==> src/rtl/reg_file_bist.sv <==
// Register-file BIST initiator: write/read-back of P0/P1 (plus walking 1/0 when BIST_WALK_EN is defined).
// All outputs registered; busy lasts NPAT*2*2^ADDR_WIDTH cycles; start is ignored unless idle.
module reg_file_bist #(
    parameter int          DATA_WIDTH = 32,
    parameter int          ADDR_WIDTH = 5,
    parameter logic [15:0] SIG        = 16'hA5A5
) (
    input  logic                  clk,
    input  logic                  rst,
    input  logic                  start,
    output logic [ADDR_WIDTH-1:0] waddr,
    output logic                  wen,
    output logic [DATA_WIDTH-1:0] wdata,
    output logic [ADDR_WIDTH-1:0] raddr1,
    output logic [ADDR_WIDTH-1:0] raddr2,
    input  logic [DATA_WIDTH-1:0] rdata1,
    input  logic [DATA_WIDTH-1:0] rdata2,
    output logic                  busy,
    output logic                  done,
    output logic                  pass,
    output logic [8:0]            fail_cnt,
    output logic [ADDR_WIDTH-1:0] first_fail_addr,
    output logic                  first_fail_port
);

`ifdef BIST_WALK_EN
    localparam int PW = 2;
`else
    localparam int PW = 1;
`endif
    localparam logic [DATA_WIDTH-1:0] ONE = {{(DATA_WIDTH-1){1'b0}}, 1'b1};

    typedef enum logic [1:0] {IDLE, WR, RD, DONE} state_t;

    state_t                st;
    logic [ADDR_WIDTH-1:0] a;
    logic [PW-1:0]         pat;

    // Odd pattern indices are the bitwise complement of the preceding even one.
    function automatic logic [DATA_WIDTH-1:0] pgen(input logic [PW-1:0] p, input logic [ADDR_WIDTH-1:0] x);
        logic [DATA_WIDTH-1:0] v;
        v = '0;
        v[DATA_WIDTH-1 -: 16] = SIG;
        v[ADDR_WIDTH-1:0] = x;
`ifdef BIST_WALK_EN
        if (p[1]) v = ONE << x;
`endif
        if (p[0]) v = ~v;
        return v;
    endfunction

    function automatic logic [DATA_WIDTH-1:0] expv(input logic [PW-1:0] p, input logic [ADDR_WIDTH-1:0] x);
        return (x == '0) ? '0 : pgen(p, x);
    endfunction

    logic [ADDR_WIDTH-1:0] a_inv, a_nxt;
    logic [PW-1:0]         pat_nxt;
    logic                  m1, m2, last_a, last_pat;
    logic [9:0]            cnt_sum;
    logic [8:0]            cnt_nxt;

    assign a_inv    = ~a;
    assign a_nxt    = a + 1'b1;
    assign pat_nxt  = pat + 1'b1;
    assign last_a   = &a;
    assign last_pat = &pat;
    assign m1       = (st == RD) && (rdata1 != expv(pat, a));
    assign m2       = (st == RD) && (rdata2 != expv(pat, a_inv));
    assign cnt_sum  = {1'b0, fail_cnt} + {9'd0, m1} + {9'd0, m2};
    assign cnt_nxt  = cnt_sum[9] ? 9'h1FF : cnt_sum[8:0];

    always_ff @(posedge clk or posedge rst) begin
        if (rst) begin
            st              <= IDLE;
            a               <= '0;
            pat             <= '0;
            waddr           <= '0;
            wen             <= 1'b0;
            wdata           <= '0;
            raddr1          <= '0;
            raddr2          <= '0;
            busy            <= 1'b0;
            done            <= 1'b0;
            pass            <= 1'b0;
            fail_cnt        <= '0;
            first_fail_addr <= '0;
            first_fail_port <= 1'b0;
        end else begin
            case (st)
                IDLE: begin
                    if (start) begin
                        done            <= 1'b0;
                        pass            <= 1'b0;
                        fail_cnt        <= '0;
                        first_fail_addr <= '0;
                        first_fail_port <= 1'b0;
                        pat             <= '0;
                        a               <= '0;
                        st              <= WR;
                        busy            <= 1'b1;
                        wen             <= 1'b1;
                        waddr           <= '0;
                        wdata           <= pgen('0, '0);
                    end
                end
                WR: begin
                    if (last_a) begin
                        a      <= '0;
                        st     <= RD;
                        wen    <= 1'b0;
                        raddr1 <= '0;
                        raddr2 <= '1;
                    end else begin
                        a     <= a_nxt;
                        waddr <= a_nxt;
                        wdata <= pgen(pat, a_nxt);
                    end
                end
                RD: begin
                    fail_cnt <= cnt_nxt;
                    // Port 1 wins a same-cycle tie for the first-failure record.
                    if ((m1 || m2) && fail_cnt == '0) begin
                        first_fail_addr <= a;
                        first_fail_port <= !m1;
                    end
                    if (last_a) begin
                        a <= '0;
                        if (!last_pat) begin
                            pat   <= pat_nxt;
                            st    <= WR;
                            wen   <= 1'b1;
                            waddr <= '0;
                            wdata <= pgen(pat_nxt, '0);
                        end else begin
                            st   <= DONE;
                            busy <= 1'b0;
                            done <= 1'b1;
                            pass <= (cnt_nxt == '0);
                        end
                    end else begin
                        a      <= a_nxt;
                        raddr1 <= a_nxt;
                        raddr2 <= ~a_nxt;
                    end
                end
                default: begin
                    st <= IDLE;
                end
            endcase
        end
    end

endmodule

==> config.mk <==
export PLATFORM = sky130hd
export DESIGN_NAME = reg_file_bist
export DESIGN_NICKNAME = d
export VERILOG_FILES = /design/src/rtl/reg_file_bist.sv
export SDC_FILE = /design/constraint.sdc
export NUM_CORES = 1
export LEC_CHECK = 0
export CAP_MARGIN = 20
export CORE_ASPECT_RATIO = 0.7
export CORE_MARGIN = 2
export CORE_UTILIZATION = 42
export DETAILED_ROUTE_END_ITERATION = 6
export GPL_TIMING_DRIVEN = 0
export HOLD_SLACK_MARGIN = 0.05
export PLACE_DENSITY = 0.8
export SKIP_LAST_GASP = 1
export SYNTH_ARGS = -nofsm -noshare
export SYNTH_HDL_FRONTEND = slang
export SYNTH_SLANG_ARGS = --single-unit
==> constraint.sdc <==
create_clock -name clk -period 3.72 [get_ports clk]
set_input_delay 0.744 -clock clk [delete_from_list [all_inputs] [get_ports clk]]
set_output_delay 0.744 -clock clk [all_outputs]
set_load 0.05 [all_outputs]
=== After elaboration in Yosys (flattened, before gate mapping) ===
Cells that the tools add are included.

* Flip-flop bits (word level): 74
* Input port bits: 67
* Logic and storage cells: 113

* Add/subtract/negate cells: 4
* Equality and inequality tests: 12
* Bitwise logic cells: 5
* Muxes and demuxes: 53
* Reductions and logical operators: 25

{| class="wikitable"
|+ Operator list
! operator !! number
|-
| $mux W32 || 10
|-
| $not A32 Y32 || 3
|-
| $pmux W32 S3 || 1
|-
| $ne A32 B32 Y1 || 2
|-
| $mux W5 || 9
|-
| $pmux W5 S2 || 4
|-
| $logic_not A9 Y1 || 2
|-
| $mux W9 || 2
|-
| $pmux W9 S2 || 1
|-
| $pmux W5 S3 || 1
|-
| $reduce_and A5 Y1 || 3
|-
| $mux W1 || 14
|-
| $ne A2 B2 Y1 const B || 7
|-
| $reduce_and A3 Y1 || 4
|-
| $add A10 B1 Y10 || 1
|-
| $add A9 B1 Y10 || 1
|-
| $logic_not A5 Y1 || 2
|-
| $not A5 Y5 || 2
|-
| $pmux W1 S2 || 5
|-
| $mux W2 || 4
|-
| $pmux W2 S3 || 1
|-
| $reduce_bool A2 Y1 || 3
|-
| $add A5 B1 Y5 const B || 1
|-
| $reduce_and A2 Y1 || 2
|-
| 12 further kinds || 14
|}

=== Logic depth before layout (Yosys ltp) ===
Gate-level depths: netlist (run 1).

* Depth after elaboration: 12
* Gate-level depth with buffers: 19
* Mapped depth without buffers: 16

=== Least setup slack after synthesis (run 1) ===
OpenSTA, ideal clock, no wires.

* Kind: register -> register
* Start point: register a[0]
* End point: register fail_cnt[5]
* Data arrival time: 3815 ps
* Library setup time: 94 ps
* Data required time: 3626 ps
* Stages on the path, launching flop included: 19
* Setup slack: -189 ps
* Path through: dfrtp_1 -> clkbuf_1 -> inv_1 -> ha_1 -> or4b_4 -> buf_6 -> buf_2 -> nor3_1 -> a31oi_1 -> or3_1 -> o41ai_1 -> nor3b_1 -> a41oi_1 -> fa_1 -> and3_1 -> and2_1 -> and2_1 -> a31o_2 -> a211oi_1

* Word-level cells in the longest chain between the ends: 9
* Elaborated cells on any way between the ends: 17
* Those cells by class: add/sub: 2; eq/ne: 2; mux: 6; bitwise: 3; reduce/logical: 4

{| class="wikitable"
|+ Ends and longest elaborated chain
! element !! RTL line !! source
|-
| start: declaration || 36 || <nowiki>logic [ADDR_WIDTH-1:0] a;</nowiki>
|-
| start signal: assignment || 114 || <nowiki>a <= a_nxt;</nowiki>
|-
| start signal: assignment || 141 || <nowiki>a <= a_nxt;</nowiki>
|-
| $not A32 Y32 or $not A5 Y5 (tied branches) || 48, 62 ||
|-
| $mux W32 or $not A32 Y32 (tied branches) || 48 || <nowiki>if (p[0]) v = ~v;</nowiki>
|-
| $mux W32 (on tied branches) || 53, 48 ||
|-
| $ne A32 B32 Y1 or $mux W32 (tied branches) || 67, 53 ||
|-
| $logic_and A1 B1 Y1 or $ne A32 B32 Y1 (tied branches) || 67, 68 ||
|-
| $add A9 B1 Y10 or $logic_and A1 B1 Y1 (tied branches) || 69, 68 ||
|-
| $add A10 B1 Y10 * || 69 || <nowiki>assign cnt_sum = {1'b0, fail_cnt} + {9'd0, m1} + {9'd0, m2};</nowiki>
|-
| $mux W9 * || 70 || <nowiki>assign cnt_nxt = cnt_sum[9] ? 9'h1FF : cnt_sum[8:0];</nowiki>
|-
| $pmux W9 S2 * || 89 || <nowiki>case (st)</nowiki>
|-
| end signal: assignment || 120 || <nowiki>fail_cnt <= cnt_nxt;</nowiki>
|-
| end: declaration || 21 || <nowiki>output logic [8:0] fail_cnt,</nowiki>
|}

Mark *: on every way between the ends. The rest lies on a longest branch, timed or not.
A chain may end at the register's enable or synchronous reset.

=== Final worst setup path (run 1) ===
* Start point: register a[0]
* End point: register fail_cnt[2]

Same word-level chain as after synthesis.

==> key figures, run 1 <==
Synth
  • YS warnings: 0
  • Async S/R FF share, synth: 100.0%
  • Most common cell in the netlist: nand2_1
  • Main synth FF type: dfrtp_1
  • Synth area leaders: dfrtp_1, nand2_1, o21ai_0, buf_4, nor2_1
  • Netlist cell types: 64
  • Mean Syn Cell Area: 7.935 µm²
  • #FFs+latches synth: 49
  • Area leader, netlist: dfrtp_1
  • EDFF count, synth: 0
  • Top post-synthesis cells by count: nand2_1, dfrtp_1, nor2_1, o21ai_0, a21oi_1
  • Post-Syn Instances: 480
  • Post-synthesis cell area: 3809 µm²
  • Post-synthesis net count: 557
  • Register area share after synthesis: 32.19%
  • Top-area cell type share of the netlist area: 32.19%

STA
  • RSZ-0062 raised after global routing: yes
  • # setup viols final: 6
  • Final hold viol count: 0
  • Slew Viols, Final: 0
  • Final min period: 3.757 ns
  • Worst-Margin Slew: 0.5761 ns
  • Worst relative slew slack: 61.18%
  • Final worst setup slack: -0.03665 ns
  • F_max: 266.2 MHz
  • Final Cycle Share: 101.0%
  • Clk_skew: 0.007296 ns

Clock network
  • CTS H-Tree Depth: 2
  • Sink Count: 49
  • CTS max path bufs: 2
  • Clk_lat worst skew: 0.29 ns
  • CTS root buf: clkbuf_16
  • Count of hold buffers inserted by post-cts repair: 0
  • Num CTS Buffers: 5
  • Clock slew at reported path FFs: 0.07 ns
  • CTS tree: yes

Routing
  • DRC errors left: 0
  • Initial DRC count: 353
  • Post-DRT Antenna Nets: 0
  • Drt wl/cell: 16.66 µm
  • Post-DR vias/cell: 5.821
  • Drt total wl: 12,600 µm
  • Vias post-DR: 4,401
  • First-pass DRT Iterations: 5

Die
  • Die X: 117.8 µm
  • Die area: 9859 µm²
  • Initial Utilization: 42.67%
  • Vert. Die Dim: 83.68 µm
  • IO Count: 133
  • Row count: 29
  • Core area: 8926 µm²

Setup path
  • CP peak stage delay: 0.48 ns
  • Depth of the most critical reg-to-reg path: 19
  • Startpoint Class: flip-flop
  • Crit. End Element: flip-flop
  • FF-to-FF Start: a[0]$_DFFE_PP0P_
  • CP max FO: 5
  • Critical path's slowest cell: or4b_4
  • WP data arrival: 3.92 ns
  • R2r endpoint: fail_cnt[2]$_DFFE_PP0P_
  • Critical Path Source: a[0]$_DFFE_PP0P_
  • Flop-to-flop setup slack: -0.04 ns
  • Critical path class: flip-flop to flip-flop
  • Critical path cell sequence: clkbuf_8, clkinv_4, ha_4, or4b_4, buf_8, nor3_2, a31oi_1, or3_1, o41ai_2, nor3b_2, a41oi_2, fa_2, and3_4, and2_4, nand4_1, buf_6, nand2b_1, a21oi_1, a311oi_1
  • Critical Path Sink: fail_cnt[2]$_DFFE_PP0P_
  • Worst path required time: 3.88 ns

Cells and area
  • Nets: 708
  • Fraction of layout cells with a size suffix above 1: 14.72%
  • Area grow syn2layout: 50.56%
  • Antenna diode count: 0
  • Final Util: 64.24%

Run status
  • Failing checks: negative setup slack
  • Status: complete, but fails checks

Placement
  • GP Congestion: 0.9636
  • I/O Buffers: 132
  • Pre-CTS setup slack: -0.5430 ns
  • Detailed placer's ending HPWL: 9392 µm

Global route
  • Gr usage total: 25.18%
  • Initial antenna violation count: 0
  • Largest net degree at the start of global routing: 35
  • Total global routing overflow: 0
  • First-pass GRT wire length: 20,350 µm
  • Vias in the first global route: 4,144

Power and ir drop
  • Peak supply drop: 0.0001515 V
  • Leakage power: 0.002276 µW
  • Pwr/cell area: 208.3 nW/µm²

Min path
  • Hold crit path type: flip-flop to flip-flop

Flow run
  • Max Cap Viol: 0
## report_power, final
part / leakage, µW / total [µW] / switching (µW) / internal, µW
Combinational: 0.00159 / 126 / 49.3 / 76.7
Clock: 0.0000841 / 536 / 200 / 336
Sequential: 0.000598 / 533 / 0.0000437 / 533
Total: 0.00228 / 1190 / 249 / 946
## layout by cell type, fill, tap and decap left out, drive strengths merged, types with 3 or more instances in the layout
master           n
nor4            16
a21oi           35
o22ai            5
a22o             6
o32ai            4
or3              6
xor2             4
and2             4
nand3           13
clkbuf          21
o221ai           3
nor4b            4
nand3b           3
nor3            12
dfrtp           49
xnor2            4
nand4           12
nor2b            9
clkdlybuf4s50  132
or4              7
mux2i            5
o21ai           40
nand2b          10
inv             12
and3             7
nor2            47
a211oi           8
nand2           55
ha               9
a31oi            6
buf             47
## final cells by class
type | count | area, µm²
Fill cell | 731 | 3192
Multi-Input combinational cell | 369 | 2356
Timing Repair Buffer | 146 | 1446
Sequential cell | 49 | 1226
Buffer | 47 | 321.6
Tap cell | 124 | 155.1
Clock buffer | 7 | 142.6
Inverter | 13 | 56.30
Clock inverter | 1 | 30.03
## critical path: cells and delay by family (launching register included)
family	cells	cell delay, ns
buffers and inverters	4	0.50
AND/OR/NAND/NOR	8	1.72
AO/OA/AOI/OAI	5	0.51
flip-flops	1	0.39
adder cells (fa/ha/maj)	2	0.52
## how the worst min path moves through the flow
| stage | start | endpoint | slack [ns] | cells past startpoint |
|---|---|---|---|---|
| final | waddr[2]$_DFFE_PP0P_ | waddr[2]$_DFFE_PP0P_ | 0.48 | 2 |
| after global routing | waddr[0]$_DFFE_PP0P_ | waddr[0]$_DFFE_PP0P_ | 0.52 | 2 |
| after CTS | waddr[2]$_DFFE_PP0P_ | waddr[2]$_DFFE_PP0P_ | 0.49 | 2 |
| after detailed placement | waddr[2]$_DFFE_PP0P_ | waddr[2]$_DFFE_PP0P_ | 0.47 | 2 |
| after global placement | waddr[3]$_DFFE_PP0P_ | waddr[3]$_DFFE_PP0P_ | 0.47 | 2 |
| after floorplan | st[0]$_DFFE_PP0P_ | st[0]$_DFFE_PP0P_ | 0.59 | 2 |
## cell families (layout without fill, tap and decap cells)
| kind of cell | after synthesis | count (layout) | share of synthesized area (%) |
|---|---|---|---|
| AO/OA/AOI/OAI | 132 | 132 | 21.95 |
| XOR/XNOR | 8 | 8 | 1.839 |
| adder cells (fa/ha/maj) | 10 | 10 | 3.482 |
| buffers and inverters | 62 | 214 | 9.067 |
| flip-flops | 49 | 49 | 32.19 |
| multiplexers | 6 | 6 | 1.610 |
| AND/OR/NAND/NOR | 213 | 213 | 29.86 |
## state kept, by name, indices dropped and copies added (netlist names)
| signal | flops |
|---|---|
| wen | 1 |
| last_pat | 1 |
| first_fail_port | 1 |
| wdata | 7 |
| raddr1 | 5 |
| first_fail_addr | 5 |
| raddr2 | 5 |
| busy | 1 |
| fail_cnt | 9 |
| a | 5 |
| done | 1 |
| pass | 1 |
| st | 2 |
| waddr | 5 |
## repair_timing
action	4_1_cts	5_1_grt
setup buffers	10	3
pin swaps	5	5
endpoints found under the setup margin	10	9
gates resized for setup	16	18
## metrics by stage
stage,hold slack (ns),std cells,area (µm²),power (µW),setup TNS (ns)
global placement,0.4708,736,5339,661.0,-3.163
global route,0.5154,756,5734,1232,-1.207
floorplan,0.5868,480,3862,572.7,0
CTS,0.4865,753,5652,1192,-0.004921
finish,0.4823,756,5734,1194,-0.1287
detailed placement,0.4718,737,5359,667.4,-4.385
## metal layers
layer  vias to the layer above  GRT usage [%]  wire (µm)
met3                        25          5.943       1292
li1                       2046              -          -
met2                       245          39.85       5666
met1                      2085          35.23       5413
met5                         -              0          0
met4                         0          5.367        225
Note: power is estimated with default switching activity, not from simulation.
==> inputs of run 2 (changes only) <==
Settings changed: CORE_ASPECT_RATIO 0.7 to 1.2.
==> key figures, run 2 (synthesis results as in run 1) <==
Cells and area
  • Filler cells: 785
  • Design Area, Final: 5699 µm²
  • Most common cell after layout, fill and taps aside: clkdlybuf4s50_1
  • Fraction of layout cells with a size suffix above 1: 15.54%
  • Max FFs per register: 9
  • Final Util: 63.76%
  • Non-filler instance count after layout: 757
  • Largest Register: fail_cnt
  • Nets: 713
  • Antenna diode count: 0
  • Biggest regs: fail_cnt: 9 flops, wdata: 7 flops
  • Area grow syn2layout: 49.64%
  • Commonest non-fill, non-tap cells in the layout: clkdlybuf4s50_1, nand2_1, dfrtp_1

STA
  • Worst-Margin Slew: 0.5655 ns
  • RSZ-0062 raised after global routing: yes
  • Final hold viol count: 0
  • Worst relative slew slack: 62.30%
  • # setup viols final: 5
  • Slew Viols, Final: 0
  • Clk_skew: 0.007941 ns
  • Final worst setup slack: -0.08355 ns
  • F_max: 262.9 MHz
  • Final Cycle Share: 102.2%
  • Fin Hold WS: 0.4842 ns
  • Setup tns final: -0.2231 ns
  • Final min period: 3.804 ns

Flow run
  • Max Cap Viol: 0

Power and ir drop
  • Switching Share: 23.75%
  • Leakage power: 0.002279 µW
  • Combinational power share: 13.2%
  • Pwr/cell area: 170.4 nW/µm²
  • Pint: 740.6 µW
  • Clock network power share: 32.0%
  • Psw: 230.6 µW
  • Sequential Power Share: 54.8%
  • Peak supply drop: 0.0001645 V

Placement
  • Placed cells: 733
  • Placement Cell Area: 5354 µm²
  • Detailed placer's ending HPWL: 9356 µm
  • GP Congestion: 0.8978
  • I/O Buffers: 132

Clock network
  • CTS root buf: clkbuf_8
  • CTS max path bufs: 2
  • CTS tree: yes
  • Num CTS Buffers: 5
  • CTS H-Tree Depth: 2
  • Clk_lat worst skew: 0.31 ns
  • Sink Count: 49
  • Count of hold buffers inserted by post-cts repair: 0
  • Clock slew at reported path FFs: 0.09 ns

Routing
  • Vias post-DR: 4,310
  • Drt total wl: 12,630 µm
  • Post-DRT Antenna Nets: 0
  • Post-DR vias/cell: 5.694
  • DRC errors left: 0
  • Initial DRC count: 233
  • First-pass DRT Iterations: 5
  • Drt wl/cell: 16.69 µm

Die
  • Row count: 38
  • Vert. Die Dim: 108.3 µm
  • Core area: 8939 µm²
  • IO Count: 133
  • Die area: 9849 µm²
  • Initial Utilization: 42.61%
  • Die X: 90.93 µm

Global route
  • Initial antenna violation count: 0
  • First-pass GRT wire length: 20,020 µm
  • Gr usage total: 24.58%
  • Total global routing overflow: 0
  • Vias in the first global route: 4,119
  • Largest net degree at the start of global routing: 38

Setup path
  • Critical Path Source: a[0]$_DFFE_PP0P_
  • FF-to-FF Start: a[0]$_DFFE_PP0P_
  • Flop-to-flop setup slack: -0.08 ns
  • Worst path required time: 3.91 ns
  • WP data arrival: 4.00 ns
  • Startpoint Class: flip-flop
  • Depth of the most critical reg-to-reg path: 16
  • R2r endpoint: fail_cnt[0]$_DFFE_PP0P_
  • Critical Path Sink: fail_cnt[0]$_DFFE_PP0P_
  • Crit. End Element: flip-flop
  • CP max FO: 5
  • Critical path class: flip-flop to flip-flop

Min path
  • Beginning of the worst hold path: waddr[0]$_DFFE_PP0P_
  • Hold crit path type: flip-flop to flip-flop

Run status
  • Failing checks: negative setup slack
  • Status: complete, but fails checks
==> run 2: routing by layer <==
| metal | track usage [%] | share of wire (%) |
|---|---|---|
| met3 | 3.624 | 6.4 |
| met5 | 0 | 0 |
| met1 | 30.67 | 41 |
| met4 | 7.143 | 1.5 |
| met2 | 44.18 | 51 |
==> run 2: worst max-delay path, stage by stage (launching register included) <==
cell	delay [ns]
dfrtp_1	0.40
clkbuf_8	0.16
inv_6	0.06
ha_4	0.13
or4b_4	0.48
buf_6	0.15
o221ai_1	0.23
o21ai_2	0.10
nor4b_1	0.44
a41oi_2	0.23
fa_2	0.39
and3_4	0.17
and2_4	0.17
nand4_1	0.20
buf_4	0.17
nor2b_1	0.15
o21ai_1	0.08
==> run 2: layout make-up <==
cell class	instances	area [µm²]	share of cell area (%)
clock inverter	2	10.01	0.1756
clock buffer	6	72.57	1.273
buffer	47	321.6	5.642
sequential	49	1226	21.51
timing repair buffer	151	1489	26.13
inverter	13	53.80	0.9440
multi-input combinational	369	2376	41.69
tap	120	150.1	2.634
==> run 2: worst min-delay path by stage <==
stage	endpoint	slack, ns	depth (start not counted)
after global routing	waddr[0]$_DFFE_PP0P_	0.53	2
after CTS	waddr[0]$_DFFE_PP0P_	0.49	2
after global placement	waddr[0]$_DFFE_PP0P_	0.46	2
after detailed placement	waddr[0]$_DFFE_PP0P_	0.47	2
final	waddr[0]$_DFFE_PP0P_	0.48	2
after floorplan	st[0]$_DFFE_PP0P_	0.59	2
==> run 2: timing repair <==
action | 4_1_cts | 5_1_grt
buffers inserted | 6 | 13
pin swaps | 4 | 7
endpoints found under the setup margin | 10 | 10
gates resized for setup | 14 | 21
cloned | 0 | 0
==> run 2: per-stage QoR <==
step                      power (µW)  setup slack [ns]
after floorplan                572.7           0.02639
after global placement         661.2           -0.4450
after detailed placement       667.7           -0.4827
after CTS                      977.6          -0.03598
after global routing            1013           -0.2042
final                          971.3          -0.08355
==> run 2: power groups by stage <==
stage / Clock, µW / Combinational, µW / Sequential (µW)
floorplan: 0 / 30.0 / 543
global placement: 0 / 118 / 543
detailed placement: 0 / 125 / 543
CTS: 320 / 126 / 532
global route: 342 / 139 / 532
finish: 311 / 128 / 532
